===== src/rtl/mmio_io_ctrl_if.sv =====
// mmio_io_ctrl_if: MMIO bus, retire strobe and UART rx/tx ready-valid channels
interface mmio_io_ctrl_if #(parameter int ADDR_W = 8);
  logic [ADDR_W-1:0] addr;
  logic [31:0] wdata;
  logic [3:0] we;
  logic re;
  logic [31:0] rdata;
  logic inst_retire;
  logic [7:0] uart_rx_data;
  logic uart_rx_valid;
  logic uart_rx_ready;
  logic [7:0] uart_tx_data;
  logic uart_tx_valid;
  logic uart_tx_ready;
  modport slave (
    input addr, wdata, we, re, inst_retire, uart_rx_data, uart_rx_valid, uart_tx_ready,
    output rdata, uart_rx_ready, uart_tx_data, uart_tx_valid
  );
  modport master (
    output addr, wdata, we, re, inst_retire, uart_rx_data, uart_rx_valid, uart_tx_ready,
    input rdata, uart_rx_ready, uart_tx_data, uart_tx_valid
  );
endinterface


===== src/rtl/mmio_io_ctrl.sv =====
// mmio_io_ctrl: MMIO register block with UART rx/tx FIFOs and cycle/instruction counters
module mmio_io_ctrl #(
  parameter int RX_DEPTH = 8,
  parameter int TX_DEPTH = 8,
  parameter int CNT_W = 32,
  parameter int ADDR_W = 8
) (
  input logic clk,
  input logic rst,
  mmio_io_ctrl_if.slave bus
);
  localparam int RA = $clog2(RX_DEPTH);
  localparam int TA = $clog2(TX_DEPTH);
  localparam int WW = ADDR_W - 2;
  logic [7:0] rx_mem [RX_DEPTH];
  logic [7:0] tx_mem [TX_DEPTH];
  logic [RA:0] rx_wp, rx_rp, rx_cnt;
  logic [TA:0] tx_wp, tx_rp, tx_cnt;
  logic [CNT_W-1:0] cycle_cnt, inst_cnt;
  logic ovf;
  logic [WW-1:0] wa;
  logic wr, s_stat, s_rx, s_tx, s_clr;
  logic rx_full, rx_empty, tx_full, tx_empty;
  logic rx_push, rx_pop, tx_try, tx_push, tx_pop;
  logic [31:0] rd;
  always_comb begin
    wa = bus.addr[ADDR_W-1:2];
    wr = |bus.we;
    s_stat = wa == WW'(0);
    s_rx = wa == WW'(1);
    s_tx = wa == WW'(2);
    s_clr = wa == WW'(6);
    rx_cnt = rx_wp - rx_rp;
    tx_cnt = tx_wp - tx_rp;
    rx_full = rx_cnt == (RA+1)'(RX_DEPTH);
    tx_full = tx_cnt == (TA+1)'(TX_DEPTH);
    rx_empty = rx_cnt == '0;
    tx_empty = tx_cnt == '0;
    rx_push = bus.uart_rx_valid && !rx_full;
    rx_pop = bus.re && s_rx && !rx_empty;
    tx_try = bus.we[0] && s_tx;
    tx_push = tx_try && !tx_full;
    tx_pop = !tx_empty && bus.uart_tx_ready;
  end
  assign bus.uart_rx_ready = !rx_full;
  assign bus.uart_tx_valid = !tx_empty;
  assign bus.uart_tx_data = tx_mem[tx_rp[TA-1:0]];
  always_comb begin
    rd = '0;
    case (wa)
      WW'(0): rd = {29'b0, ovf, !rx_empty, !tx_full};
      WW'(1): rd = {24'b0, rx_empty ? 8'h00 : rx_mem[rx_rp[RA-1:0]]};
      WW'(4): rd = cycle_cnt[31:0];
      WW'(5): rd = inst_cnt[31:0];
      WW'(7): rd = {16'(tx_cnt), 16'(rx_cnt)};
      default: rd = '0;
    endcase
  end
  // storage needs no reset; pointers alone define contents
  always_ff @(posedge clk) begin
    if (rx_push && !rst) rx_mem[rx_wp[RA-1:0]] <= bus.uart_rx_data;
    if (tx_push && !rst) tx_mem[tx_wp[TA-1:0]] <= bus.wdata[7:0];
  end
  always_ff @(posedge clk) begin
    if (rst) begin
      rx_wp <= '0;
      rx_rp <= '0;
      tx_wp <= '0;
      tx_rp <= '0;
      cycle_cnt <= '0;
      inst_cnt <= '0;
      ovf <= 1'b0;
      bus.rdata <= '0;
    end else begin
      if (rx_push) rx_wp <= rx_wp + 1'b1;
      if (rx_pop) rx_rp <= rx_rp + 1'b1;
      if (tx_push) tx_wp <= tx_wp + 1'b1;
      if (tx_pop) tx_rp <= tx_rp + 1'b1;
      cycle_cnt <= wr && s_clr ? '0 : cycle_cnt + CNT_W'(1);
      inst_cnt <= wr && s_clr ? '0 : inst_cnt + CNT_W'(bus.inst_retire);
      ovf <= wr && s_stat ? 1'b0 : (tx_try && tx_full) ? 1'b1 : ovf;
      if (bus.re) bus.rdata <= rd;
    end
  end
endmodule


===== src/flat_wrapper.sv =====
// flat-port wrapper written by rule: the top's interface ports become plain ports
module mmio_io_ctrl_flat 
#(
  parameter int RX_DEPTH = 8,
  parameter int TX_DEPTH = 8,
  parameter int CNT_W = 32,
  parameter int ADDR_W = 8
)
  (clk, rst, bus_addr, bus_wdata, bus_we, bus_re, bus_inst_retire, bus_uart_rx_data, bus_uart_rx_valid, bus_uart_tx_ready, bus_rdata, bus_uart_rx_ready, bus_uart_tx_data, bus_uart_tx_valid);
  mmio_io_ctrl_if #(.ADDR_W(ADDR_W)) bus_i ();
  input logic clk;
  input logic rst;
  input wire logic [$bits(bus_i.addr)-1:0] bus_addr;
  input wire logic [$bits(bus_i.wdata)-1:0] bus_wdata;
  input wire logic [$bits(bus_i.we)-1:0] bus_we;
  input wire logic [$bits(bus_i.re)-1:0] bus_re;
  input wire logic [$bits(bus_i.inst_retire)-1:0] bus_inst_retire;
  input wire logic [$bits(bus_i.uart_rx_data)-1:0] bus_uart_rx_data;
  input wire logic [$bits(bus_i.uart_rx_valid)-1:0] bus_uart_rx_valid;
  input wire logic [$bits(bus_i.uart_tx_ready)-1:0] bus_uart_tx_ready;
  output wire logic [$bits(bus_i.rdata)-1:0] bus_rdata;
  output wire logic [$bits(bus_i.uart_rx_ready)-1:0] bus_uart_rx_ready;
  output wire logic [$bits(bus_i.uart_tx_data)-1:0] bus_uart_tx_data;
  output wire logic [$bits(bus_i.uart_tx_valid)-1:0] bus_uart_tx_valid;
  assign bus_i.addr = bus_addr;
  assign bus_i.wdata = bus_wdata;
  assign bus_i.we = bus_we;
  assign bus_i.re = bus_re;
  assign bus_i.inst_retire = bus_inst_retire;
  assign bus_i.uart_rx_data = bus_uart_rx_data;
  assign bus_i.uart_rx_valid = bus_uart_rx_valid;
  assign bus_i.uart_tx_ready = bus_uart_tx_ready;
  assign bus_rdata = bus_i.rdata;
  assign bus_uart_rx_ready = bus_i.uart_rx_ready;
  assign bus_uart_tx_data = bus_i.uart_tx_data;
  assign bus_uart_tx_valid = bus_i.uart_tx_valid;
  mmio_io_ctrl #(.RX_DEPTH(RX_DEPTH), .TX_DEPTH(TX_DEPTH), .CNT_W(CNT_W), .ADDR_W(ADDR_W)) u_core (.clk(clk), .rst(rst), .bus(bus_i));
endmodule

===== config.mk =====
export PLATFORM = sky130hd
export DESIGN_NAME = mmio_io_ctrl_flat
export DESIGN_NICKNAME = d
export VERILOG_FILES = /design/src/rtl/mmio_io_ctrl_if.sv /design/src/rtl/mmio_io_ctrl.sv /design/src/flat_wrapper.sv
export SDC_FILE = /design/constraint.sdc
export NUM_CORES = 1
export LEC_CHECK = 0
export CORE_AREA = 5 5 136 190
export CTS_BUF_LIST = sky130_fd_sc_hd__clkbuf_4 sky130_fd_sc_hd__clkbuf_8 sky130_fd_sc_hd__clkbuf_16
export DETAILED_ROUTE_END_ITERATION = 8
export DIE_AREA = 0 0 141 195
export PLACE_DENSITY = 0.68
export SETUP_SLACK_MARGIN = 0.3
export SLEW_MARGIN = 20
export SYNTH_ARGS = -nofsm -noshare
export SYNTH_HDL_FRONTEND = slang
export SYNTH_SLANG_ARGS = --single-unit

===== constraint.sdc =====
create_clock -name clk -period 7.93 [get_ports clk]
set_input_delay 1.586 -clock clk [delete_from_list [all_inputs] [get_ports clk]]
set_output_delay 1.586 -clock clk [all_outputs]
set_load 0.03 [all_outputs]

**Word-level counts from Yosys, hierarchy flattened**

Memories as Yosys holds them, arrays and structs flattened. A register that Yosys moved wholly into a read port is not among the register bits.
Cells that the tools add are included.

- Memories kept: 2
- Output and inout port bits: 42
- Bits in writable memories: 128
- Input bits: 58
- Register bits after elaboration: 113
- Word-level logic and storage cells: 58

Memory list:

| memory | depth | bits a word | rd ports | clocked after memory_dff | wr ports | line | text |
|---|---|---|---|---|---|---|---|
| u_core.rx_mem | 8 | 8 | 1 | 1 | 1 | mmio_io_ctrl.sv:15 | `logic [7:0] rx_mem [RX_DEPTH];` |
| u_core.tx_mem | 8 | 8 | 1 | 1 | 1 | mmio_io_ctrl.sv:16 | `logic [7:0] tx_mem [TX_DEPTH];` |

- Add/subtract/negate cells: 8
- Mux-type cells: 10
- Equality and inequality tests: 8
- Reduce and logical (&&, ||, !) cells: 22

Operators by type and width:

| cell | count |
|---|---|
| case mux 32 bit (5 select lines) | 1 |
| adder 32 x 1 -> 32 bit | 1 |
| adder 32 x 1 -> 32 bit, second input constant | 1 |
| == test 6 x 3 -> 1 bit, second input constant | 4 |
| adder 4 x 1 -> 4 bit, second input constant | 4 |
| 2-to-1 mux 3 bit | 4 |
| logical AND 1 bit | 11 |
| == test 4 bit, second input constant | 2 |
| logical NOT 4 bit | 2 |
| 2-to-1 mux 8 bit | 1 |
| subtractor 4 bit | 2 |
| == test 6 x 1 -> 1 bit, second input constant | 1 |
| == test 6 x 2 -> 1 bit, second input constant | 1 |
| logical NOT 6 bit | 1 |
| logical NOT 1 bit | 5 |
| 2-to-1 mux 1 bit | 4 |
| OR reduction 2 bit | 2 |
| OR reduction 4 bit | 1 |

**Longest topological paths before layout**

- Word-level depth: 7
- Gate-level depth with buffers: 10
- Mapped depth without buffers: 9

**Worst setup path before layout**

OpenSTA, ideal clock, no wires.

- Path kind: input-to-reg
- Start: input port bus_addr[2]
- End: memory u_core.tx_mem[0][0], enable pin
- Setup time: 398 ps
- Stages: 6
- Arrival time: 3312 ps
- Path buffers: 2
- Slack: 4220 ps
- Path through: clkbuf_1 > nor2b_1 > and4b_1 > buf_2 > nand2_1 > nor4b_1

- Longest elaborated chain between the ends: 6

Ends and longest elaborated chain:

| item | line | text |
|---|---|---|
| from (decl) | flat_wrapper.sv:13 | `input wire logic [$bits(bus_i.addr)-1:0] bus_addr;` |
| == test 6 x 2 -> 1 bit | mmio_io_ctrl.sv:31 | `s_tx = wa == WW'(2);` |
| logical AND 1 bit | mmio_io_ctrl.sv:41 | `tx_try = bus.we[0] && s_tx;` |
| logical AND 1 bit | mmio_io_ctrl.sv:42 | `tx_push = tx_try && !tx_full;` |
| logical AND 1 bit | mmio_io_ctrl.sv:62 | `if (tx_push && !rst) tx_mem[tx_wp[TA-1:0]] <= bus.wdata[7:0];` |
| 2-to-1 mux 1 bit | mmio_io_ctrl.sv:62 |  |
| 2-to-1 mux 1 bit (not written as such) | mmio_io_ctrl.sv:62 |  |
| to (decl) | mmio_io_ctrl.sv:16 |  |

No other way between the ends.

**Worst setup path in the final report**

- Start: register u_core.rx_wp[0]
- End: output port bus_uart_rx_ready

- Longest elaborated chain between the ends: 3

Ends and longest elaborated chain:

| item | line | text |
|---|---|---|
| from (decl) | mmio_io_ctrl.sv:17 | `logic [RA:0] rx_wp, rx_rp, rx_cnt;` |
| from (signal assigned) | mmio_io_ctrl.sv:75 | `if (rx_push) rx_wp <= rx_wp + 1'b1;` |
| subtractor 4 bit | mmio_io_ctrl.sv:33 | `rx_cnt = rx_wp - rx_rp;` |
| == test 4 bit | mmio_io_ctrl.sv:35 | `rx_full = rx_cnt == (RA+1)'(RX_DEPTH);` |
| logical NOT 1 bit | mmio_io_ctrl.sv:45 | `assign bus.uart_rx_ready = !rx_full;` |
| to (decl) | flat_wrapper.sv:22 | `output wire logic [$bits(bus_i.uart_rx_ready)-1:0] bus_uart_rx_ready;` |

No other way between the ends.

==> flow_metrics.py <==
metrics = {
    "clock_network": {
        "cts-root-buf": "clkbuf_16",
        "cts_buffer_depth": 3,
        "cts_tree": "done",
        "clk_pin_slew_ns": 0.06,
        "clock_latency_ns": 0.51,
        "cts.sinks": 247,
        "ctsHoldBuffers": 0,
        "cts_setup_buffers": 0,
        "cts_buffers": 24,
        "post_cts_resized": 0,
        "htree_levels": 1,
    },
    "timing": {
        "min_period_ns": 4.67,
        "hold_slack_ns": 0.487,
        "rsz0062_at_grt": "no",
        "fin_setup_tns_ns": 0,
        "relSlewSlack": 0.310,
        "drv_slew": 0,
        "timing.fmax_ghz": 0.214,
        "hold_viol": 0,
        "tightest_slew_ns": 1.03,
        "skew_ns": 0.00902,
        "post-route-period-util": 0.589,
        "setup_viol": 0,
    },
    "worst_setup_path": {
        "worstSetupEndpointType": "output pin",
        "start_kind": "flop",
        "crit_fanout": 6,
        "criticalPathCategory": "reg -> out",
        "r2r_setup_slack_ns": 4.71,
        "r2r_cells": 8,
        "cp.required_ns": 6.34,
        "reg2reg_from": "u_core.tx_wp[0]",
        "r2r-end": "u_core.tx_mem[5][2]",
        "arrival_ns": 3.09,
    },
    "logic_synthesis": {
        "synth_seq_cells": 247,
        "synthXorXnorAreaFrac": 0.0537,
        "synth_cell_types": 61,
        "synth_flop_cell": "edfxtp_1",
        "synthAdderAreaFrac": 0.0191,
        "synth_top_family_by_area": "simple AND/OR/NAND/NOR gates",
        "syn_nets": 937,
        "synth_compound_area_frac": 0.0789,
        "yosysWarnings": 0,
        "yosysSeqAreaShare": 0.587,
        "async_flop_share": 0,
        "synthSimpleGateAreaFrac": 0.142,
        "syn_avg_cell_area_um2": 12.3,
        "synth_area_leaders": "edfxtp_1, dfxtp_1, mux4_2",
        "netlist_area_mm2": 0.0106,
        "yosysTopAreaCellShare": 0.362,
        "yosysTopAreaCell": "edfxtp_1",
        "synth-edff-count": 128,
        "synthMuxAreaShare": 0.0921,
        "synth_cells": 864,
    },
    "routing": {
        "vias": 7003,
        "post-route-drc-count": 0,
        "routed_wl_mm": 23.5,
        "firstDrtPassIters": 7,
        "drtIter0Drc": 429,
        "post_drt_via_cell_ratio": 5.58,
        "wire_per_inst_um": 18.7,
        "ant_nets": 0,
    },
    "finish": {
        "regArea_mm2": 0.00623,
        "multi_input_area_mm2": 0.00413,
        "num-fill-cells": 2066,
        "stdcell_count": 1256,
        "drive_gt1_frac": 0.130,
        "nets": 1001,
        "syn_to_final_growth_pct": 17.6,
        "fin_area_mm2": 0.0125,
        "antenna_cells": 0,
    },
    "pwr": {
        "power.leakage_nw": 4.06,
        "total_power_mw": 2.87,
        "powerDensity_mw_per_mm2": 230,
        "vdd_ir_drop_max_mv": 0.192,
    },
    "floorplan": {
        "start_util": 0.446,
        "core_mm2": 0.0238,
        "io_pins": 100,
        "die_y_um": 195,
        "die_area_mm2": 0.0275,
        "die_w_um": 141,
        "rows": 67,
    },
    "status": {
        "outcome": "finished clean",
    },
    "placed_design": {
        "dp_hpwl_mm": 15.8,
        "placed_cell_area_mm2": 0.0117,
        "dp.cells": 1212,
        "io_buffers": 73,
        "gp_congestion": 0.825,
    },
    "global_routing": {
        "grt_pass1_vias": 7134,
        "antenna_found_initial": 0,
        "grt_max_degree": 65,
        "grt_overflow_total": 0,
        "grt_pass1_wl_mm": 38.4,
        "grtUsageTotal": 0.172,
    },
    "hold_path": {
        "hold_path_depth": 1,
        "hp-start": "u_core.cycle_cnt[0]",
        "hold_class": "reg -> reg",
        "hold_path_end": "u_core.cycle_cnt[0]",
    },
    "run": {
        "cap_violations": 0,
    },
}
## worst max-delay path by stage
stage	slack, ns	to	start
floorplan	4.22	u_core.tx_mem[0][0]	bus_addr[2]
global placement	3.29	u_core.tx_mem[0][1]	bus_addr[2]
detailed placement	3.36	u_core.bus.rdata[2]	bus_addr[4]
CTS	3.17	bus_uart_tx_data[0]	flop
global route	3.10	bus_uart_rx_ready	u_core.rx_wp[0]
finish	3.26	bus_uart_rx_ready	u_core.rx_wp[0]
## critical path, cell delays in order (launching register included)
cell	delay (ns)
dfxtp_1	0.36
inv_1	0.18
ha_1	0.21
inv_1	0.06
fa_1	0.37
xor2_1	0.18
nor3b_1	0.27
o21ai_0	0.29
clkdlybuf4s50_1	0.68
## power by group
group          internal (mW)  total [mW]  switching, mW
logic                  0.148       0.309          0.160
clock network          0.699        1.17          0.468
registers               1.36        1.40         0.0381
## Yosys cell counts (19+ instances only)
| library cell | number |
|---|---|
| edfxtp_1 | 128 |
| a22oi_1 | 22 |
| a21oi_1 | 19 |
| xor2_1 | 40 |
| nand2_1 | 38 |
| a22o_1 | 20 |
| nand3_1 | 38 |
| dfxtp_1 | 119 |
| xnor2_1 | 25 |
| nor2_1 | 105 |
| mux4_2 | 31 |
| inv_1 | 20 |
| nand4_1 | 23 |
| clkbuf_1 | 26 |
## sequential cells by signal (all words and copies together), names as in the netlist, named ones only
name and cells:
u_core.rx_wp 4, u_core.tx_rp 4, u_core.cycle_cnt 32, u_core.inst_cnt 32, u_core.tx_wp 4, u_core.rx_rp 4
u_core.bus.rdata 32, u_core.tx_mem 64, u_core.rx_mem 64, u_core.ovf 1
## final cells by class
class	count	share of cell area
sequential	247	0.499
multi-input combinational	547	0.331
timing repair buffer	88	0.0672
clock buffer	32	0.0544
tap	310	0.0311
clock inverter	12	0.0109
inverter	20	0.00602
## per-stage QoR
step                 util  setup WS, ns
floorplan               -          4.22
global placement    0.489          3.29
detailed placement  0.490          3.36
CTS                 0.524          3.17
global route        0.524          3.10
finish              0.524          3.26
## per-layer routing
layer,up-vias,track usage,share of wire
met3,39,0.0252,0.049
li1,3374,-,-
met5,-,0,0
met4,0,0.0413,0.018
met1,3425,0.230,0.43
met2,165,0.296,0.50
## kinds of logic (layout without fill, tap and decap cells)
family,Yosys count,count (layout)
DFF,247,247
and+or+nand+nor,295,295
muxes,57,57
buffers and inverters,70,152
adders and majority gates,15,15
xor gates and xnor gates,65,65
AOI/OAI and AO/OA,115,115
## layout by cell type, fill, tap and decap left out, types with 22 or more instances in the layout
cell type,synthesis,final
nand2_1,38,38
xnor2_1,25,25
clkdlybuf4s50_1,0,72
a22oi_1,22,22
nand4_1,23,23
nand3_1,38,38
mux4_2,31,31
nor2_1,105,105
edfxtp_1,128,128
clkbuf_16,0,25
xor2_1,40,40
dfxtp_1,119,118
Note: power is estimated with default switching activity, not from simulation.
